===== src/rtl/alu_pkg.sv =====
// Shared ALU definitions: function codes, FSM states and ALUOp encodings.
// Also used by the ALU control decoder.
package alu_pkg;

  localparam logic [5:0] ALU_ADDU = 6'b001011;
  localparam logic [5:0] ALU_SUBU = 6'b001101;
  localparam logic [5:0] ALU_AND  = 6'b010010;
  localparam logic [5:0] ALU_SLL  = 6'b100110;

  typedef enum logic [1:0] {
    IDLE  = 2'd0,
    SHIFT = 2'd1,
    DONE  = 2'd2
  } alu_state_t;

  typedef enum logic [1:0] {
    ALUOP_ADD   = 2'b00,
    ALUOP_SUB   = 2'b01,
    ALUOP_FUNCT = 2'b10
  } alu_op_t;

  function automatic logic is_legal(input logic [5:0] f);
    return f inside {ALU_ADDU, ALU_SUBU, ALU_AND, ALU_SLL};
  endfunction

endpackage


===== src/rtl/alu_datapath.sv =====
// Combinational ALU datapath selected by funct.
// ALU_FAST_SHIFT_EN: sll is a full barrel shift, otherwise a single-bit step.
module alu_datapath
  import alu_pkg::*;
#(
  parameter int WIDTH   = 32,
  parameter int SHAMT_W = 5
) (
  input  logic [5:0]       funct,
  input  logic [WIDTH-1:0] a,
  input  logic [WIDTH-1:0] b,
  output logic [WIDTH-1:0] y
);

  always_comb begin
    y = '0;
    unique case (1'b1)
      (funct == ALU_ADDU): y = a + b;
      (funct == ALU_SUBU): y = a - b;
      (funct == ALU_AND):  y = a & b;
`ifdef ALU_FAST_SHIFT_EN
      (funct == ALU_SLL):  y = a << b[SHAMT_W-1:0];
`else
      (funct == ALU_SLL):  y = a << 1;
`endif
      default:             y = '0;
    endcase
  end

endmodule


===== src/rtl/alu_exec.sv =====
// Registered execute unit with valid/ready handshake on both sides.
// ALU_FAST_SHIFT_EN: single-cycle sll; otherwise sll iterates one bit per cycle.
module alu_exec
  import alu_pkg::*;
#(
  parameter int WIDTH   = 32,
  parameter int SHAMT_W = 5
) (
  input  logic             clk,
  input  logic             rst_n,
  input  logic             in_valid,
  output logic             in_ready,
  input  logic [5:0]       funct,
  input  logic [WIDTH-1:0] src1,
  input  logic [WIDTH-1:0] src2,
  output logic             out_valid,
  input  logic             out_ready,
  output logic [WIDTH-1:0] result,
  output logic             zero,
  output logic             illegal
);

  alu_state_t       state_q, state_d;
  logic [WIDTH-1:0] result_q, result_d;
  logic             illegal_q, illegal_d;
  logic [5:0]       dp_funct;
  logic [WIDTH-1:0] dp_a;
  logic [WIDTH-1:0] dp_y;
`ifndef ALU_FAST_SHIFT_EN
  logic [SHAMT_W-1:0] cnt_q, cnt_d;
`endif

  alu_datapath #(
    .WIDTH   (WIDTH),
    .SHAMT_W (SHAMT_W)
  ) u_dp (
    .funct (dp_funct),
    .a     (dp_a),
    .b     (src2),
    .y     (dp_y)
  );

  always_ff @(posedge clk) begin
    if (!rst_n) state_q <= IDLE;
    else        state_q <= state_d;
  end

  always_ff @(posedge clk) begin
    if (!rst_n) begin
      result_q  <= '0;
      illegal_q <= 1'b0;
`ifndef ALU_FAST_SHIFT_EN
      cnt_q     <= '0;
`endif
    end else begin
      result_q  <= result_d;
      illegal_q <= illegal_d;
`ifndef ALU_FAST_SHIFT_EN
      cnt_q     <= cnt_d;
`endif
    end
  end

  always_comb begin
    state_d   = state_q;
    result_d  = result_q;
    illegal_d = illegal_q;
    dp_funct  = funct;
    dp_a      = src1;
`ifndef ALU_FAST_SHIFT_EN
    cnt_d     = cnt_q;
`endif
    unique case (state_q)
      IDLE: begin
        if (in_valid) begin
          result_d  = dp_y;
          illegal_d = !is_legal(funct);
          state_d   = DONE;
`ifndef ALU_FAST_SHIFT_EN
          // sll loads the operand and counts down the shift amount
          if (funct == ALU_SLL) begin
            result_d = src1;
            cnt_d    = src2[SHAMT_W-1:0];
            if (src2[SHAMT_W-1:0] != '0) state_d = SHIFT;
          end
`endif
        end
      end
`ifndef ALU_FAST_SHIFT_EN
      SHIFT: begin
        dp_funct = ALU_SLL;
        dp_a     = result_q;
        result_d = dp_y;
        cnt_d    = cnt_q - 1'b1;
        if (cnt_q == SHAMT_W'(1)) state_d = DONE;
      end
`endif
      DONE: begin
        if (out_ready) begin
          illegal_d = 1'b0;
          state_d   = IDLE;
        end
      end
      default: state_d = IDLE;
    endcase
  end

  always_comb begin
    in_ready  = (state_q == IDLE);
    out_valid = (state_q == DONE);
    result    = result_q;
    zero      = (result_q == '0);
    illegal   = illegal_q;
  end

endmodule


===== config.mk =====
export PLATFORM = sky130hd
export DESIGN_NAME = alu_exec
export DESIGN_NICKNAME = d
export VERILOG_FILES = /design/src/rtl/alu_pkg.sv /design/src/rtl/alu_datapath.sv /design/src/rtl/alu_exec.sv
export SDC_FILE = /design/constraint.sdc
export NUM_CORES = 1
export LEC_CHECK = 0
export CAP_MARGIN = 25
export CORE_MARGIN = 2
export CORE_UTILIZATION = 65
export DETAILED_ROUTE_END_ITERATION = 10
export DONT_BUFFER_PORTS = 1
export PLACE_DENSITY_LB_ADDON = 0.25
export SYNTH_ARGS = -nofsm -noshare
export SYNTH_HDL_FRONTEND = slang
export SYNTH_SLANG_ARGS = --single-unit

===== constraint.sdc =====
create_clock -name clk -period 12.35 [get_ports clk]
set_input_delay 2.47 -clock clk [delete_from_list [all_inputs] [get_ports clk]]
set_output_delay 2.47 -clock clk [all_outputs]
set_load 0.005 [all_outputs]

==> flow_results.org, run 1 <==
** Hold path
- The min-delay analysis places its worst path in the category reg2reg.
- The worst hold path passes through 2 cells.

** Timing
- Crit share post-route :: 55.4%
- Slew at the pin closest to its max-slew limit :: 968 ps
- On the final layout, the worst clock skew is 11.1 ps.
- The worst path meets setup with 5510 ps of slack.
- Final Slew Violations :: 0
- FMAX :: 146 MHz
- Setup-failing EPs final :: 0
- The count of final hold-check violations came to 0.
- Setup TNS :: 0 ps
- Post-layout min period :: 6840 ps
- Setup repair after global routing missed its margin :: no
- The worst pin sits at a relative slew slack of 35.3%.

** Worst setup path
- The critical path ends at result[31]$_SDFFE_PN0P_.
- For this design, the slowest cell found on the critical path is sky130_fd_sc_hd__a211oi_1.
- Worst Path Arrival :: 7070 ps
- Walking the worst path, the cells encountered are inv_1 > ha_1 > or3b_1 > or4_4 > or2_1 > or3b_1 > or2_4 > o21ai_1 > xor2_1 > ha_1 > a21o_1 > nand2b_1 > o22ai_1 > a211oi_1 > a41oi_1 > or4_1 > a31oi_1.
- Required time worst endpoint :: 12580 ps
- Capture instance of the worst register-to-register path :: result[31]$_SDFFE_PN0P_
- The number of cells on the worst reg-to-reg path is 13.
- Element type at the critical path end :: flop
- In this run the critical register-to-register path is launched from state_q[1]$_SDFFE_PN0P_.
- Worst-path fanout max :: 6
- STA classifies the critical path startpoint as an input port.
- The worst setup path is of the in2reg kind.
- Tracing the worst setup path back leads to its startpoint at src2[0].
- In this design, the stage delay of the slowest critical-path cell is 580 ps.
- Worst reg2reg setup slack :: 7880 ps

** Global route
- First-pass GRT wire length :: 28.5 mm
- Via count of the first global-routing pass :: 5844
- Entering global routing, the biggest net connects 55 pins.
- GRT Total Usage :: 40.4%
- Congestion Overflow GR :: 0
- The number of antenna violations at the first check in global routing came to 0.

** Logic synthesis
- Seq/Total Area, Yosys :: 15.3%
- Leading register cell type out of synthesis :: sky130_fd_sc_hd__dfxtp_1
- Cell count after synthesis :: 775
- The number of nets handed over by synthesis was 886.
- After synthesis, the mean cell area works out to 6.75 µm².
- In the synthesized netlist the async set-or-reset flop fraction comes to 0%.
- After synthesis the netlist holds a flip-flop and latch count of 40.
- Number of flops mapped to enable cells by yosys :: 0
- The synthesized netlist contains 66 unique library cells.
- During synthesis, Yosys emitted a total of 0 warnings.
- Area of the mapped netlist :: 5230 µm²

** Die
- Once the floorplan was initialized, standard cells occupied 67.3% of the core.
- The initialized floorplan defines 32 standard-cell rows.
- Chip Width :: 93.7 µm
- Core region area :: 7770 µm²
- Die height :: 93.7 µm
- During I/O placement, the number of pins put on the boundary was 110.
- The floorplan step defined a die boundary enclosing 8780 µm².

** Layout
- The number of antenna diodes in the final layout is 0.
- Fillers :: 672
- Relative to the synthesized area, the layout overhead comes to 3.37%.
- The finished cells cover 5410 µm².
- Finished Core Util :: 69.6%
- At the end of the flow, the number of nets in the layout was 857.
- The post-route netlist has 4.02% of its cells at a drive strength greater than 1.

** Clock tree
- Setup fix buffers added after clock tree synthesis :: 0
- After clock tree synthesis, the flow added hold-fix buffers numbering 0.
- Cells resized by post-CTS repair :: 0
- For the worst-skew pair, the clock arrives at the later sink with an insertion delay of 300 ps.
- CTS max path bufs :: 2
- Clock-pin slew was measured on the worst setup and hold paths at 90 ps.
- The clock tree synthesis step divided the H-tree into 2 levels.
- TritonCTS built the clock tree.
- Clock Sink Count :: 40
- Clock tree synthesis inserted a total of 5 buffers.
- The tree is rooted in a sky130_fd_sc_hd__clkbuf_8.

** Drt
- The first detailed-routing pass ran for 5 iterations.
- Wire length reported by the detailed router :: 17.9 mm
- Count of unresolved DRC violations after routing :: 0
- Total vias in the final route :: 6154
- Mean number of vias per cell :: 7.25
- In the final routed layout, each cell accounts on average for 21.1 µm.
- The detail route stage leaves a number of antenna-violating nets equal to 0.
- The first routing iteration left 585 violations.

** Placement
- Worst slack, placed :: 5290 ps
- Detailed placement HPWL :: 12.8 mm
- GP Congestion :: 0.949
- Placement Cell Area :: 5280 µm²
- Buffers placed on the I/O ports in this run total 0.

** Pwr
- Dividing total power by cell area gives a power density of 79.2 nW/µm².
- Leak :: 2.26 nW
- Worst IR drop on VDD :: 51.6 µV

** Run status
- The run finished with clean final reports.

** Job
- The tool flagged a number of max-cap violations equal to 0.
==> synth_stat cells (3+ instances only) <==
cell type / number / area, µm²
sky130_fd_sc_hd__nor3b_1: 5 / 37.5
sky130_fd_sc_hd__a221oi_1: 12 / 105
sky130_fd_sc_hd__or3_1: 6 / 37.5
sky130_fd_sc_hd__o31ai_1: 5 / 37.5
sky130_fd_sc_hd__mux2i_1: 6 / 60.1
sky130_fd_sc_hd__nand2_1: 146 / 548
sky130_fd_sc_hd__o41ai_1: 3 / 26.3
sky130_fd_sc_hd__clkbuf_1: 39 / 146
sky130_fd_sc_hd__o21a_1: 4 / 30.0
sky130_fd_sc_hd__o211ai_1: 7 / 52.6
sky130_fd_sc_hd__nor4_1: 11 / 68.8
sky130_fd_sc_hd__nor3_1: 16 / 80.1
sky130_fd_sc_hd__xnor2_1: 26 / 228
sky130_fd_sc_hd__xor2_1: 27 / 236
sky130_fd_sc_hd__o211a_1: 3 / 30.0
sky130_fd_sc_hd__nand3_1: 14 / 70.1
sky130_fd_sc_hd__dfxtp_1: 40 / 801
sky130_fd_sc_hd__a21o_1: 22 / 165
sky130_fd_sc_hd__o22ai_1: 12 / 75.1
sky130_fd_sc_hd__a32oi_1: 11 / 96.3
sky130_fd_sc_hd__a21boi_0: 4 / 30.0
sky130_fd_sc_hd__o21ai_0: 68 / 340
sky130_fd_sc_hd__ha_1: 36 / 450
sky130_fd_sc_hd__nor2_1: 48 / 180
sky130_fd_sc_hd__and2_1: 5 / 31.3
sky130_fd_sc_hd__inv_1: 18 / 67.6
sky130_fd_sc_hd__a211oi_1: 5 / 37.5
sky130_fd_sc_hd__o2111ai_1: 7 / 61.3
sky130_fd_sc_hd__a31oi_1: 16 / 100
sky130_fd_sc_hd__nand2b_1: 4 / 25.0
sky130_fd_sc_hd__or4_1: 6 / 45.0
sky130_fd_sc_hd__and3_1: 4 / 25.0
sky130_fd_sc_hd__o21bai_1: 3 / 22.5
sky130_fd_sc_hd__nand4_1: 7 / 43.8
sky130_fd_sc_hd__a21oi_1: 69 / 345
sky130_fd_sc_hd__o221ai_1: 6 / 52.6
sky130_fd_sc_hd__buf_1: 3 / 11.3
sky130_fd_sc_hd__nor2b_1: 12 / 75.1
sky130_fd_sc_hd__a22oi_1: 5 / 37.5
==> cell usage in the layout (no fill, tap or decap), types with 4 or more instances in the layout <==
cell,count
sky130_fd_sc_hd__o221ai_1,6
sky130_fd_sc_hd__a21boi_0,4
sky130_fd_sc_hd__nor3b_1,5
sky130_fd_sc_hd__o21ai_0,68
sky130_fd_sc_hd__and3_1,4
sky130_fd_sc_hd__or4_1,6
sky130_fd_sc_hd__a32oi_1,11
sky130_fd_sc_hd__o211ai_1,7
sky130_fd_sc_hd__o31ai_1,5
sky130_fd_sc_hd__and2_1,5
sky130_fd_sc_hd__a21oi_1,69
sky130_fd_sc_hd__a211oi_1,5
sky130_fd_sc_hd__dfxtp_1,40
sky130_fd_sc_hd__xor2_1,27
sky130_fd_sc_hd__buf_4,8
sky130_fd_sc_hd__a22oi_1,5
sky130_fd_sc_hd__nand4_1,7
sky130_fd_sc_hd__mux2i_1,6
sky130_fd_sc_hd__a31oi_1,16
sky130_fd_sc_hd__nor2_1,47
sky130_fd_sc_hd__ha_1,36
sky130_fd_sc_hd__or3_1,6
sky130_fd_sc_hd__o21a_1,4
sky130_fd_sc_hd__inv_1,18
sky130_fd_sc_hd__o2111ai_1,7
sky130_fd_sc_hd__nor3_1,14
sky130_fd_sc_hd__o22ai_1,12
sky130_fd_sc_hd__a221oi_1,12
sky130_fd_sc_hd__nand3_1,14
sky130_fd_sc_hd__a21o_1,22
sky130_fd_sc_hd__nand2_1,146
sky130_fd_sc_hd__xnor2_1,26
sky130_fd_sc_hd__nor4_1,10
sky130_fd_sc_hd__nor2b_1,11
sky130_fd_sc_hd__clkbuf_8,6
==> critical path, delay by kind of cell <==
| kind | cells | cell delay (ps) |
|---|---|---|
| AO/OA/AOI/OAI | 6 | 1420 |
| XOR/XNOR | 1 | 90 |
| adder cells (fa/ha/maj) | 2 | 560 |
| buffers and inverters | 1 | 60 |
| AND/OR/NAND/NOR | 7 | 2460 |
==> cells by family after synthesis <==
family / count (synthesis) / share of synthesized area [%]
fa+ha+maj: 37 / 9.00
xor+xnor: 54 / 9.19
simple gates: 300 / 26.8
compound gates: 276 / 34.1
flops: 40 / 15.3
buf+inv: 62 / 4.50
mux: 6 / 1.15
==> per-layer routing <==
layer  global-route usage, %  up-vias  wire length [µm]
met4                    18.7        0               782
met2                    65.4      449              8020
li1                        -     2816                 -
met1                    49.8     2809              6880
met5                       0        -                 0
met3                    10.9       80              2230
==> where the power goes <==
part | switching (W) | internal [W] | leakage [nW]
logic | 0.0000942 | 0.0000650 | 1.87
clock network | 0.0000536 | 0.0000662 | 0.0614
registers | 0.0000124 | 0.000137 | 0.328
total | 0.000160 | 0.000268 | 2.26
==> worst min-delay path by stage <==
stage / slack [ps] / startpoint / to
3_3_place_gp: 470 / cnt_q[4]$_SDFFE_PN0P_ / cnt_q[4]$_SDFFE_PN0P_
2_1_floorplan: 450 / cnt_q[4]$_SDFFE_PN0P_ / cnt_q[4]$_SDFFE_PN0P_
3_5_place_dp: 470 / cnt_q[4]$_SDFFE_PN0P_ / cnt_q[4]$_SDFFE_PN0P_
4_1_cts: 490 / cnt_q[4]$_SDFFE_PN0P_ / cnt_q[4]$_SDFFE_PN0P_
6_report: 500 / cnt_q[4]$_SDFFE_PN0P_ / cnt_q[4]$_SDFFE_PN0P_
5_1_grt: 520 / cnt_q[4]$_SDFFE_PN0P_ / cnt_q[4]$_SDFFE_PN0P_
==> state kept, by name, summed over array words and instances, names as in the netlist <==
name     flops
cnt_q        5
state_q      2
illegal      1
result      32
==> metrics by stage <==
stage | total power, W | std cells | hold WS, ps
floorplan | 0.000270 | 775 | 452
global placement | 0.000301 | 841 | 467
detailed placement | 0.000304 | 841 | 474
CTS | 0.000424 | 849 | 491
global route | 0.000448 | 849 | 523
finish | 0.000428 | 849 | 499
==> layout make-up <==
| class | count | area, µm² | area share, % |
|---|---|---|---|
| clock buffer | 6 | 82.6 | 1.53 |
| tap | 102 | 128 | 2.36 |
| sequential | 40 | 801 | 14.8 |
| clock inverter | 2 | 38.8 | 0.718 |
| multi-input combinational | 673 | 4230 | 78.2 |
| inverter | 18 | 67.6 | 1.25 |
| timing repair buffer | 8 | 60.1 | 1.11 |
Note: power is estimated with default switching activity, not from simulation.
==> inputs of run 2 (changes only) <==
ABC_AREA = 1   (was unset)
CORE_UTILIZATION = 60   (was 65)
clock period = 5.55 ns   (was 12.35 ns; I/O delays follow)
==> flow_results.org, run 2 <==
** Hold path
- Path category of the worst min-delay check :: reg2reg
- Worst hold stages :: 2

** Layout
- The library cell used most frequently in the layout, excluding fill and tap cells, is sky130_fd_sc_hd__nand2_1.
- Post-route cell area :: 6550 µm²
- The register with the most flip-flops in the layout has 32 of them.
- Diodes inserted :: 0
- Once layout is complete, the utilization of the core stands at 63.2%.
- Highest-count cells in the layout ignoring fill and taps :: sky130_fd_sc_hd__nand2_1, sky130_fd_sc_hd__inv_1, sky130_fd_sc_hd__nor2_1
- The net count of the finished layout is 1290.
- Counting the fill cells in the layout gives 1123.
- Relative to the synthesized area, the layout overhead comes to 2.03%.
- Of the cells placed in the final design, the portion with a size suffix greater than 1 is 4.66%.

** Global route
- The number of global-route vias before repair came to 6701.
- Global routing used 35.9% of the available tracks.
- The first global-routing pass estimated 32.6 mm of wire.
- For this run the aggregate overflow at the end of global routing stands at 0.
- Initial antenna violation count :: 0
- Entering global routing, the biggest net connects 41 pins.

** Timing
- Hold is met by 498 ps.
- FMAX :: 235 MHz
- Setup TNS :: 0 ps
- Post-layout min period :: 4250 ps
- Setup slack closes at 1300 ps.
- For the pin with the worst max-slew slack, the measured transition is 1090 ps.
- Rel. slew slack :: 27.2%
- Setup repair after global routing left no endpoint under its margin.
- Worst Skew :: 7.88 ps
- Final number of hold-violating endpoints :: 0
- The number of pins with negative max-slew slack in the final report is 0.
- Setup violations remaining at the end of the flow were counted as 0.
- The worst path uses 76.5% of the clock period.

** Logic synthesis
- Xor-xnor portion of the synthesized cell area :: 4.23%
- The most common cell in the synthesized netlist is sky130_fd_sc_hd__nand2_1.
- For this run, the number of Yosys warnings is 0.
- Synth top area share :: 20.5%
- Yosys cell types :: 41
- sky130_fd_sc_hd__nand2_1 takes more of the synthesized area than any other cell.
- For this run, asynchronously set or reset flops after synthesis account for 0%.
- After synthesis, the most frequently instantiated cells are sky130_fd_sc_hd__nand2_1, sky130_fd_sc_hd__inv_1, sky130_fd_sc_hd__nor2_1.
- Number of flops mapped to enable cells by yosys :: 0
- Multiplexer area fraction after synthesis :: 0.312%
- By area, the combinational part of the netlist is dominated by simple AND/OR/NAND/NOR gates.
- Synthesized area per cell :: 5.35 µm²
- Seq/Total Area, Yosys :: 12.5%
- Cell count after synthesis :: 1201
- Post-Syn Nets :: 1312
- Of the total synthesized cell area, the portion taken by AND, OR, NAND and NOR gates is 42.9%.
- The synthesized netlist devotes 17.3% of its cell area to compound gates.
- Leading register cell type out of synthesis :: sky130_fd_sc_hd__dfxtp_1
- By area the synthesized netlist is led by sky130_fd_sc_hd__nand2_1, sky130_fd_sc_hd__dfxtp_1, sky130_fd_sc_hd__inv_1, sky130_fd_sc_hd__a21oi_1, sky130_fd_sc_hd__nor2_1.
- Area of the mapped netlist :: 6420 µm²
- The synthesized netlist devotes 7.32% of its cell area to adder and majority cells.
- Synthesis-stage register bit count :: 40

** Placement
- Once placement finished, the instance area stood at 6440 µm².
- Port bufs :: 0
- GP Congestion :: 1.01
- Timing analysis after detailed placement gives a worst setup slack of 1120 ps.
- Once detailed placement completed, the half-perimeter wirelength came to 17.3 mm.

** Pwr
- The analysis attributes to net switching a power of 0.000445 W.
- Combinational logic burns 43.0% of the power.
- Summed over all cells, the static leakage comes to 3.46 nW.
- For this design the ratio of total power to cell area is 159 nW/µm².
- Clock share of power :: 24.3%
- Sequential cells account for 32.7% of the total power.
- VDD sags by at most 242 µV.
- Switching share of power :: 42.7%
- Internal cell power :: 0.000596 W

** Die
- Starting utilization of the core area :: 61.9%
- Core region area :: 10400 µm²
- The initialized floorplan defines 37 standard-cell rows.
- Count of boundary I/O pins :: 110
- The die covers 11500 µm².
- The die is 107 µm wide.
- Die height :: 107 µm

** Drt
- Count of unresolved DRC violations after routing :: 0
- Number of iterations in the first detailed-routing pass :: 5
- Detailed routing inserted a total of 7592 vias.
- Wire length reported by the detailed router :: 21.7 mm
- The first routing iteration left 774 violations.
- After detailed routing, the average wire length per cell comes to 16.5 µm.
- Remaining number of nets flagged by the antenna check after routing :: 0
- In the routed layout, each cell is associated on average with a via count of 5.77.

** Clock tree
- Cells resized by post-CTS repair :: 0
- Number of buffers inserted by hold repair at cts :: 0
- After clock tree synthesis, the clock-pin slew on the worst setup and hold paths is 90 ps.
- Depth of the CTS H-tree :: 2
- The root buffer cell chosen for the clock tree is sky130_fd_sc_hd__clkbuf_8.
- CTS max path bufs :: 2
- The clock drives 40 sinks.
- Buffers inserted during clock tree synthesis total 5.
- CTS tree :: built
- Worst skew pair latency :: 320 ps
- Setup fix buffers added after clock tree synthesis :: 0

** Worst setup path
- Worst reg2reg path depth :: 21
- Worst Path Arrival :: 4500 ps
- The worst setup path is launched from an input port.
- Required time worst endpoint :: 5810 ps
- STA classifies the critical path endpoint as a flop.
- In this run the worst path has a maximum fanout of 5.
- Category of the critical setup timing path :: in2reg

** Job
- The tool flagged a number of max-cap violations equal to 0.

** Run status
- Result of the run :: completed
## run 2: metrics by stage
step / total power [W] / std cells
after floorplan: 0.000687 / 1201
after global placement: 0.000777 / 1308
after detailed placement: 0.000783 / 1308
after CTS: 0.00103 / 1316
after global routing: 0.00111 / 1316
final: 0.00104 / 1316
## run 2: area by class of cell
class	count	area, µm²	share of cell area (%)
multi-input combinational	913	4630	70.7
inverter	215	810	12.4
sequential	40	801	12.2
tap	136	170	2.60
clock buffer	5	68.8	1.05
clock inverter	3	42.5	0.649
timing repair buffer	4	30.0	0.458
## run 2: power groups by stage
| stage | sequential (W) | combinational, W | clock, W |
|---|---|---|---|
| 6_report | 0.000340 | 0.000448 | 0.000253 |
| 5_1_grt | 0.000343 | 0.000504 | 0.000261 |
| 4_1_cts | 0.000339 | 0.000440 | 0.000251 |
| 3_5_place_dp | 0.000346 | 0.000437 | 0 |
| 3_3_place_gp | 0.000346 | 0.000432 | 0 |
| 2_1_floorplan | 0.000337 | 0.000351 | 0 |
## run 2: critical path, stage by stage
cell and delay (ps):
sky130_fd_sc_hd__inv_1 90, sky130_fd_sc_hd__ha_1 190, sky130_fd_sc_hd__nand2_1 70, sky130_fd_sc_hd__nor3_1 250, sky130_fd_sc_hd__nand4_1 260, sky130_fd_sc_hd__nor2_1 250
sky130_fd_sc_hd__nand4_1 160, sky130_fd_sc_hd__nand2_1 120, sky130_fd_sc_hd__o21ai_0 120, sky130_fd_sc_hd__xor2_1 190, sky130_fd_sc_hd__ha_1 360, sky130_fd_sc_hd__nand2_1 100
sky130_fd_sc_hd__nor2_1 250, sky130_fd_sc_hd__nand2_1 130, sky130_fd_sc_hd__nor4_1 210, sky130_fd_sc_hd__nand2_1 130, sky130_fd_sc_hd__nand3_1 100, sky130_fd_sc_hd__nand3_1 110
sky130_fd_sc_hd__nand2_1 130, sky130_fd_sc_hd__nand2_2 50, sky130_fd_sc_hd__a21oi_2 120
## run 2: logic make-up after synthesis
family | after synthesis
fa+ha+maj | 37
buf+inv | 248
compound gates | 204
simple gates | 639
flops | 40
xor+xnor | 31
mux | 2
## run 2: final timing paths
| check | start | endpoint | slack, ps |
|---|---|---|---|
| min reg2reg | cnt_q[4]$_SDFFE_PN0P_ | cnt_q[4]$_SDFFE_PN0P_ | 500 |
| max reg2reg | state_q[1]$_SDFFE_PN0P_ | result[25]$_SDFFE_PN0P_ | 1650 |
| min | cnt_q[4]$_SDFFE_PN0P_ | cnt_q[4]$_SDFFE_PN0P_ | 500 |
| max | src2[0] | result[25]$_SDFFE_PN0P_ | 1300 |
## run 2: per-layer routing
layer  part of all wire (%)  GRT usage (%)  vias up
li1                       -              -     3791
met1                     40           43.2     3360
met2                     46           61.4      372
met3                    9.8           8.11       69
met4                    4.3           14.9        0
met5                      0              0        -
